File: src/rtl/elastic_reg_pipe.sv
// Elastic register pipeline: DEPTH valid/data stages with a collapsing ready chain,
// synchronous flush and a registered occupancy count.
module elastic_reg_pipe #(
  parameter int unsigned           WIDTH     = 8,
  parameter int unsigned           DEPTH     = 4,
  parameter logic [WIDTH-1:0]      RESET_VAL = '0
) (
  input  logic                       clk,
  input  logic                       rst,
  input  logic                       flush,
  input  logic                       in_valid,
  output logic                       in_ready,
  input  logic [WIDTH-1:0]           in_data,
  output logic                       out_valid,
  input  logic                       out_ready,
  output logic [WIDTH-1:0]           out_data,
  output logic [$clog2(DEPTH+1)-1:0] count
);

  localparam int unsigned CW = $clog2(DEPTH + 1);

  logic [DEPTH-1:0] vld_q, vld_d;
  logic [WIDTH-1:0] dat_q [DEPTH];
  logic [WIDTH-1:0] dat_d [DEPTH];
  logic [DEPTH-1:0] rdy;
  logic [CW-1:0]    count_q, count_d;
  logic             in_xfer, out_xfer;

  // rdy[i] = ~vld[i] | rdy[i+1], unrolled with a running term to keep the chain acyclic
  always_comb begin
    logic r;
    r   = out_ready;
    rdy = '0;
    for (int unsigned j = 0; j < DEPTH; j++) begin
      r = r | ~vld_q[DEPTH-1-j];
      rdy[DEPTH-1-j] = r;
    end
  end

  assign in_ready  = rdy[0] & ~flush & ~rst;
  assign out_valid = vld_q[DEPTH-1];
  assign out_data  = dat_q[DEPTH-1];
  assign count     = count_q;
  assign in_xfer   = in_valid & in_ready;
  assign out_xfer  = out_valid & out_ready;

  always_comb begin
    vld_d = vld_q;
    dat_d = dat_q;
    if (rdy[0]) begin
      vld_d[0] = in_valid;
      dat_d[0] = in_data;
    end
    for (int unsigned i = 1; i < DEPTH; i++) begin
      if (rdy[i]) begin
        vld_d[i] = vld_q[i-1];
        dat_d[i] = dat_q[i-1];
      end
    end
  end

  always_comb begin
    count_d = count_q;
    unique case ({in_xfer, out_xfer})
      2'b10:   count_d = count_q + CW'(1);
      2'b01:   count_d = count_q - CW'(1);
      default: count_d = count_q;
    endcase
  end

  always_ff @(posedge clk) begin
    if (rst) begin
      vld_q   <= '0;
      count_q <= '0;
      for (int unsigned i = 0; i < DEPTH; i++) begin
        dat_q[i] <= RESET_VAL;
      end
    end else if (flush) begin
      vld_q   <= '0;
      count_q <= '0;
    end else begin
      vld_q   <= vld_d;
      count_q <= count_d;
      dat_q   <= dat_d;
    end
  end

endmodule

File: config.mk
export PLATFORM = sky130hd
export DESIGN_NAME = elastic_reg_pipe
export DESIGN_NICKNAME = d
export VERILOG_FILES = /design/src/rtl/elastic_reg_pipe.sv
export SDC_FILE = /design/constraint.sdc
export NUM_CORES = 1
export LEC_CHECK = 0
export ABC_AREA = 1
export CORE_MARGIN = 3
export CORE_UTILIZATION = 35
export DETAILED_ROUTE_END_ITERATION = 8
export HOLD_SLACK_MARGIN = 0.12
export PLACE_DENSITY = 0.63
export SLEW_MARGIN = 20
export SYNTH_ARGS = -nofsm -noshare
export SYNTH_HDL_FRONTEND = slang
export SYNTH_SLANG_ARGS = --single-unit
File: constraint.sdc
create_clock -name clk -period 1.85 [get_ports clk]
set_input_delay 0.2775 -clock clk [delete_from_list [all_inputs] [get_ports clk]]
set_output_delay 0.2775 -clock clk [all_outputs]
set_load 0.1 [all_outputs]
* Word level (Yosys, flattened, before mapping) *
Cells that the tools add are included.
W data, S select, Z words.

word-level totals
  flip-flop bits (word level) = 39
  bits of input ports = 13
  output and inout port bits = 13
  word-level logic and storage cells = 34

cells by class
  $add $sub $neg = 2
  equality and inequality tests = 2
  multiplexer cells = 1
  bitwise gates (word level) = 14
  reduce and logical (&&, ||, !) cells = 6

operators with widths
  kind                   count
  $reduce_and A2 Y1      4
  $not A1 Y1             6
  $pmux W3 S2            1
  $and A1 B1 Y1          4
  $or A1 B1 Y1           4
  $add A3 B1 Y3 const B  1
  $sub A3 B1 Y3 const B  1
  $eq A2 B1 Y1 const B   1
  $eq A2 B2 Y1 const B   1
  $reduce_bool A2 Y1     1
  $reduce_or A2 Y1       1

* Logic depth before layout (Yosys ltp) *
  word-level depth = 10
  depth in mapped cells = 14
  depth with buffers taken out = 14

* Least setup slack after synthesis *
OpenSTA, ideal clock, no wires.

  path type = reg-to-reg
  start point = register vld_q[3]
  end point = register count_q[1] (netlist: count[1])
  library setup time = 0.086 ns
  data arrival time = 3.434 ns
  slack = -1.669 ns
  stages on the path, launching flop included = 11
  period minus slack after synthesis = 3.519 ns
  path through = dfxtp_1 -> inv_1 -> nor2_4 -> nand4_4 -> inv_1 -> nor2_1 -> nand2_1 -> ha_1 -> inv_1 -> fa_1 -> a211oi_1

between the ends
  word-level cells in the longest chain between the ends = 10
  elaborated cells between the ends (all ways) = 13
  classes of those cells = eq/ne (2); mux (1); bitwise (9); reduce/logical (1)

ends and longest elaborated chain
  what                                               RTL line  text
  start: declaration                                 22        logic [DEPTH-1:0] vld_q, vld_d;
  start signal: assignment                           82        vld_q <= vld_d;
  $not A1 Y1 *                                       35        r = r | ~vld_q[DEPTH-1-j];
  $or A1 B1 Y1 * (4 in a row)                        35
  $and A1 B1 Y1 * (2 in a row)                       40        assign in_ready = rdy[0] & ~flush & ~rst;
  net in_ready                                       12        output logic in_ready,
  $and A1 B1 Y1 *                                    44        assign in_xfer = in_valid & in_ready;
  $eq A2 B1 Y1 or $eq A2 B2 Y1 (tied branches)       64        unique case ({in_xfer, out_xfer})
  $pmux W3 S2 or $reduce_bool A2 Y1 (tied branches)  --
  end signal: assignment                             83        count_q <= count_d;
  end: declaration                                   26        logic [CW-1:0] count_q, count_d;

Mark *: on every way through the listed nets, which the timed path passes. The rest lies on a longest branch.
A chain may end at the register's enable or synchronous reset.

* Final worst setup path *
  start point = input port flush
  end point = register count_q[2] (netlist: count[2])

between the ends
  word-level cells in the longest chain between the ends = 6
  elaborated cells between the ends (all ways) = 9
  classes of those cells = eq/ne (2); mux (1); bitwise (4); reduce/logical (2)

ends and longest elaborated chain
  what                                               RTL line  text
  start: declaration                                 10        input logic flush,
  $not A1 Y1 (no line)                               --
  $and A1 B1 Y1 (2 in a row)                         40
  $and A1 B1 Y1                                      44
  $eq A2 B1 Y1 or $eq A2 B2 Y1 (tied branches)       64
  $pmux W3 S2 or $reduce_bool A2 Y1 (tied branches)  --

Several ways; a longest one is shown, not always the timed one.

==> impl_metrics.env <==
export IMPL_status="finished clean"
export IMPL_fin_tns_setup_ns=0
export IMPL_p_seq_share_pct=49.0
export IMPL_leakage_uw=0.000925
export IMPL_ir_worst_vdd_v=0.000287
export IMPL_dpl_hpwl_um=1910
export IMPL_grt_pass1_vias=1158
export IMPL_antenna_found_initial=0
export IMPL_cp_required_ns=2.04
export IMPL_die_y_um=73.2
export IMPL_total_power_uw=1850
export IMPL_postCtsHoldBufs=0
export IMPL_firstDrtPassIters=4
export IMPL_row_count=23
export IMPL_post_cts_buffers=0
export IMPL_post_route_period_util_pct=95.5
export IMPL_hp_class="reg -> reg"
export IMPL_relSlewSlack_pct=81.5
export IMPL_syn_cell_area_um2=1580
export IMPL_setup_violations=0
export IMPL_tightest_slew_ns=0.280
export IMPL_clockBufferDepth=2
export IMPL_syn_inst=210
export IMPL_vias_per_cell=4.41
export IMPL_track_usage_pct=11.9
export IMPL_synth_cell_types=20
export IMPL_io_buffers=25
export IMPL_core_um2=4170
export IMPL_dr_total_vias=1269
export IMPL_grt_pass1_wl_um=4900
export IMPL_wl_per_cell_um=9.55
export IMPL_powerDensity_nw_per_um2=926
export IMPL_syn_avg_cell_area_um2=7.53
export IMPL_ios=26
export IMPL_cp_arrival_ns=1.96
export IMPL_cp_max_fo=2
export IMPL_crit_type="in -> reg"
export IMPL_clkTransAtPathRegs_ns=0.07
export IMPL_combPwrFrac_pct=14.6
export IMPL_endpoint_kind="flop"
export IMPL_synth_async_sr_flop_share_pct=0
export IMPL_final_nets=252
export IMPL_drtIter0Drc=35
export IMPL_initial_core_util_pct=37.9
export IMPL_finalWirelength_um=2750
export IMPL_clkPwrFrac_pct=36.3
export IMPL_timing_fmax_mhz=566
export IMPL_drc=0
export IMPL_ys_ff_latch=39
export IMPL_yosys_most_used_dff="dfxtp_1"
export IMPL_die_width_um=73.2
export IMPL_cts_root_buf="clkbuf_8"
export IMPL_p_int_uw=1360
export IMPL_slew_violations=0
export IMPL_final_common_cell="nor2_1"
export IMPL_h_tree_depth=2
export IMPL_syn_to_final_growth_pct=26.5
export IMPL_swShare_pct=26.7
export IMPL_cp_start_kind="primary input"
export IMPL_clock_sinks=39
export IMPL_die_area_um2=5360
export IMPL_antennaDiodeCount=0
export IMPL_yosys_warnings=0
export IMPL_finalHoldViolCount=0
export IMPL_fin_crit_ns=1.77
export IMPL_syn_nets=225
export IMPL_p_switching_uw=495
export IMPL_drive_gt1_share_pct=21.0
export IMPL_gp_congestion=0.692
export IMPL_rsz0062_at_grt="true"
export IMPL_clock_latency_ns=0.29
export IMPL_cts_made_buffers=5
export IMPL_yosysSeqAreaShare_pct=49.4
export IMPL_grt_overflow_total=0
export IMPL_cts_tree="built"
export IMPL_maxCapViolCount=0
export IMPL_skew_ns=0.00354
export IMPL_drtAntennaViolNets=0
export IMPL_synth_edf_count=0
export IMPL_grt_max_degree=33
export IMPL_final_cell_mix="62 x nor2_1, 38 x dfxtp_1, 24 x o21ai_0"
[cells in the mapped netlist (2+ instances only)]
library cell / instances / area (µm²)
dfxtp_1: 39 / 781
buf_4: 8 / 60.1
inv_2: 3 / 11.3
nand2_2: 2 / 12.5
nor2_1: 63 / 236
nand2_1: 17 / 63.8
o21ai_0: 24 / 120
clkbuf_1: 3 / 11.3
a21oi_1: 11 / 55.1
inv_1: 21 / 78.8
nand3_1: 10 / 50.1
[worst max-delay path: stages]
cell and delay [ns]:
clkdlybuf4s50_1 0.50, inv_2 0.04, nand2_1 0.14, nor2_4 0.05, nand2_2 0.07, ha_4 0.13, inv_2 0.04, fa_2 0.36
nand2_1 0.09, nand3_2 0.08, nor2_1 0.12, nor3b_2 0.06
[power groups by stage]
stage	clock network, µW	logic (µW)	registers, µW
2_1_floorplan	0	204	930
3_3_place_gp	0	272	927
3_5_place_dp	0	274	928
4_1_cts	703	274	908
5_1_grt	731	299	915
6_report	673	271	908
[state kept, by name, indices dropped and copies added (netlist names)]
register	count
dat_q	24
out_data	8
vld_q	4
count	3
[routing by layer]
layer,GRT usage (%),wire length (µm),share of wire (%),vias to the layer above
met5,0,0,0,-
met4,6.76,71,2.6,0
met3,4.13,127,4.6,6
met2,18.0,1160,42,22
met1,14.6,1390,50,534
li1,-,-,-,707
[layout make-up]
class | instances | area, µm²
clock buffer | 7 | 108
clock inverter | 1 | 5.00
fill | 437 | 2170
inverter | 24 | 90.1
multi-input combinational | 134 | 662
sequential | 39 | 785
tap | 50 | 62.6
timing repair buffer | 33 | 289
[cell families after synthesis]
logic type,Yosys count,synth area share [%]
adders and majority gates,2,2.06
AOI/OAI and AO/OA,36,11.6
and+or+nand+nor,96,25.9
DFF,39,49.4
buffers and inverters,37,11.2
[repair_timing]
item,4_1_cts,5_1_grt
gates resized for setup,2,4
pin swaps,1,5
setup endpoints to repair,1,1
cloned,0,0
[through the flow]
stage	cells	util, %	hold WS (ns)	setup slack, ns	cell area (µm²)
detailed placement	280	44.9	0.465	-0.382	1870
finish	288	47.9	0.477	0.0829	2000
CTS	288	47.6	0.478	0.0506	1990
global placement	280	44.9	0.453	-0.335	1870
floorplan	210	-	0.398	-0.425	1610
global route	288	47.9	0.496	-0.0455	2000
[worst paths after layout]
kind | start | endpoint | slack, ns | depth (start not counted)
worst max-delay path | flush | count[2] | 0.08 | 12
worst min-delay path | dat_q[18] | dat_q[18] | 0.48 | 2
worst max register to register | vld_q[3] | count[2] | 0.09 | 13
worst min register to register | dat_q[18] | dat_q[18] | 0.48 | 2
(Power assumes the default switching activity.)
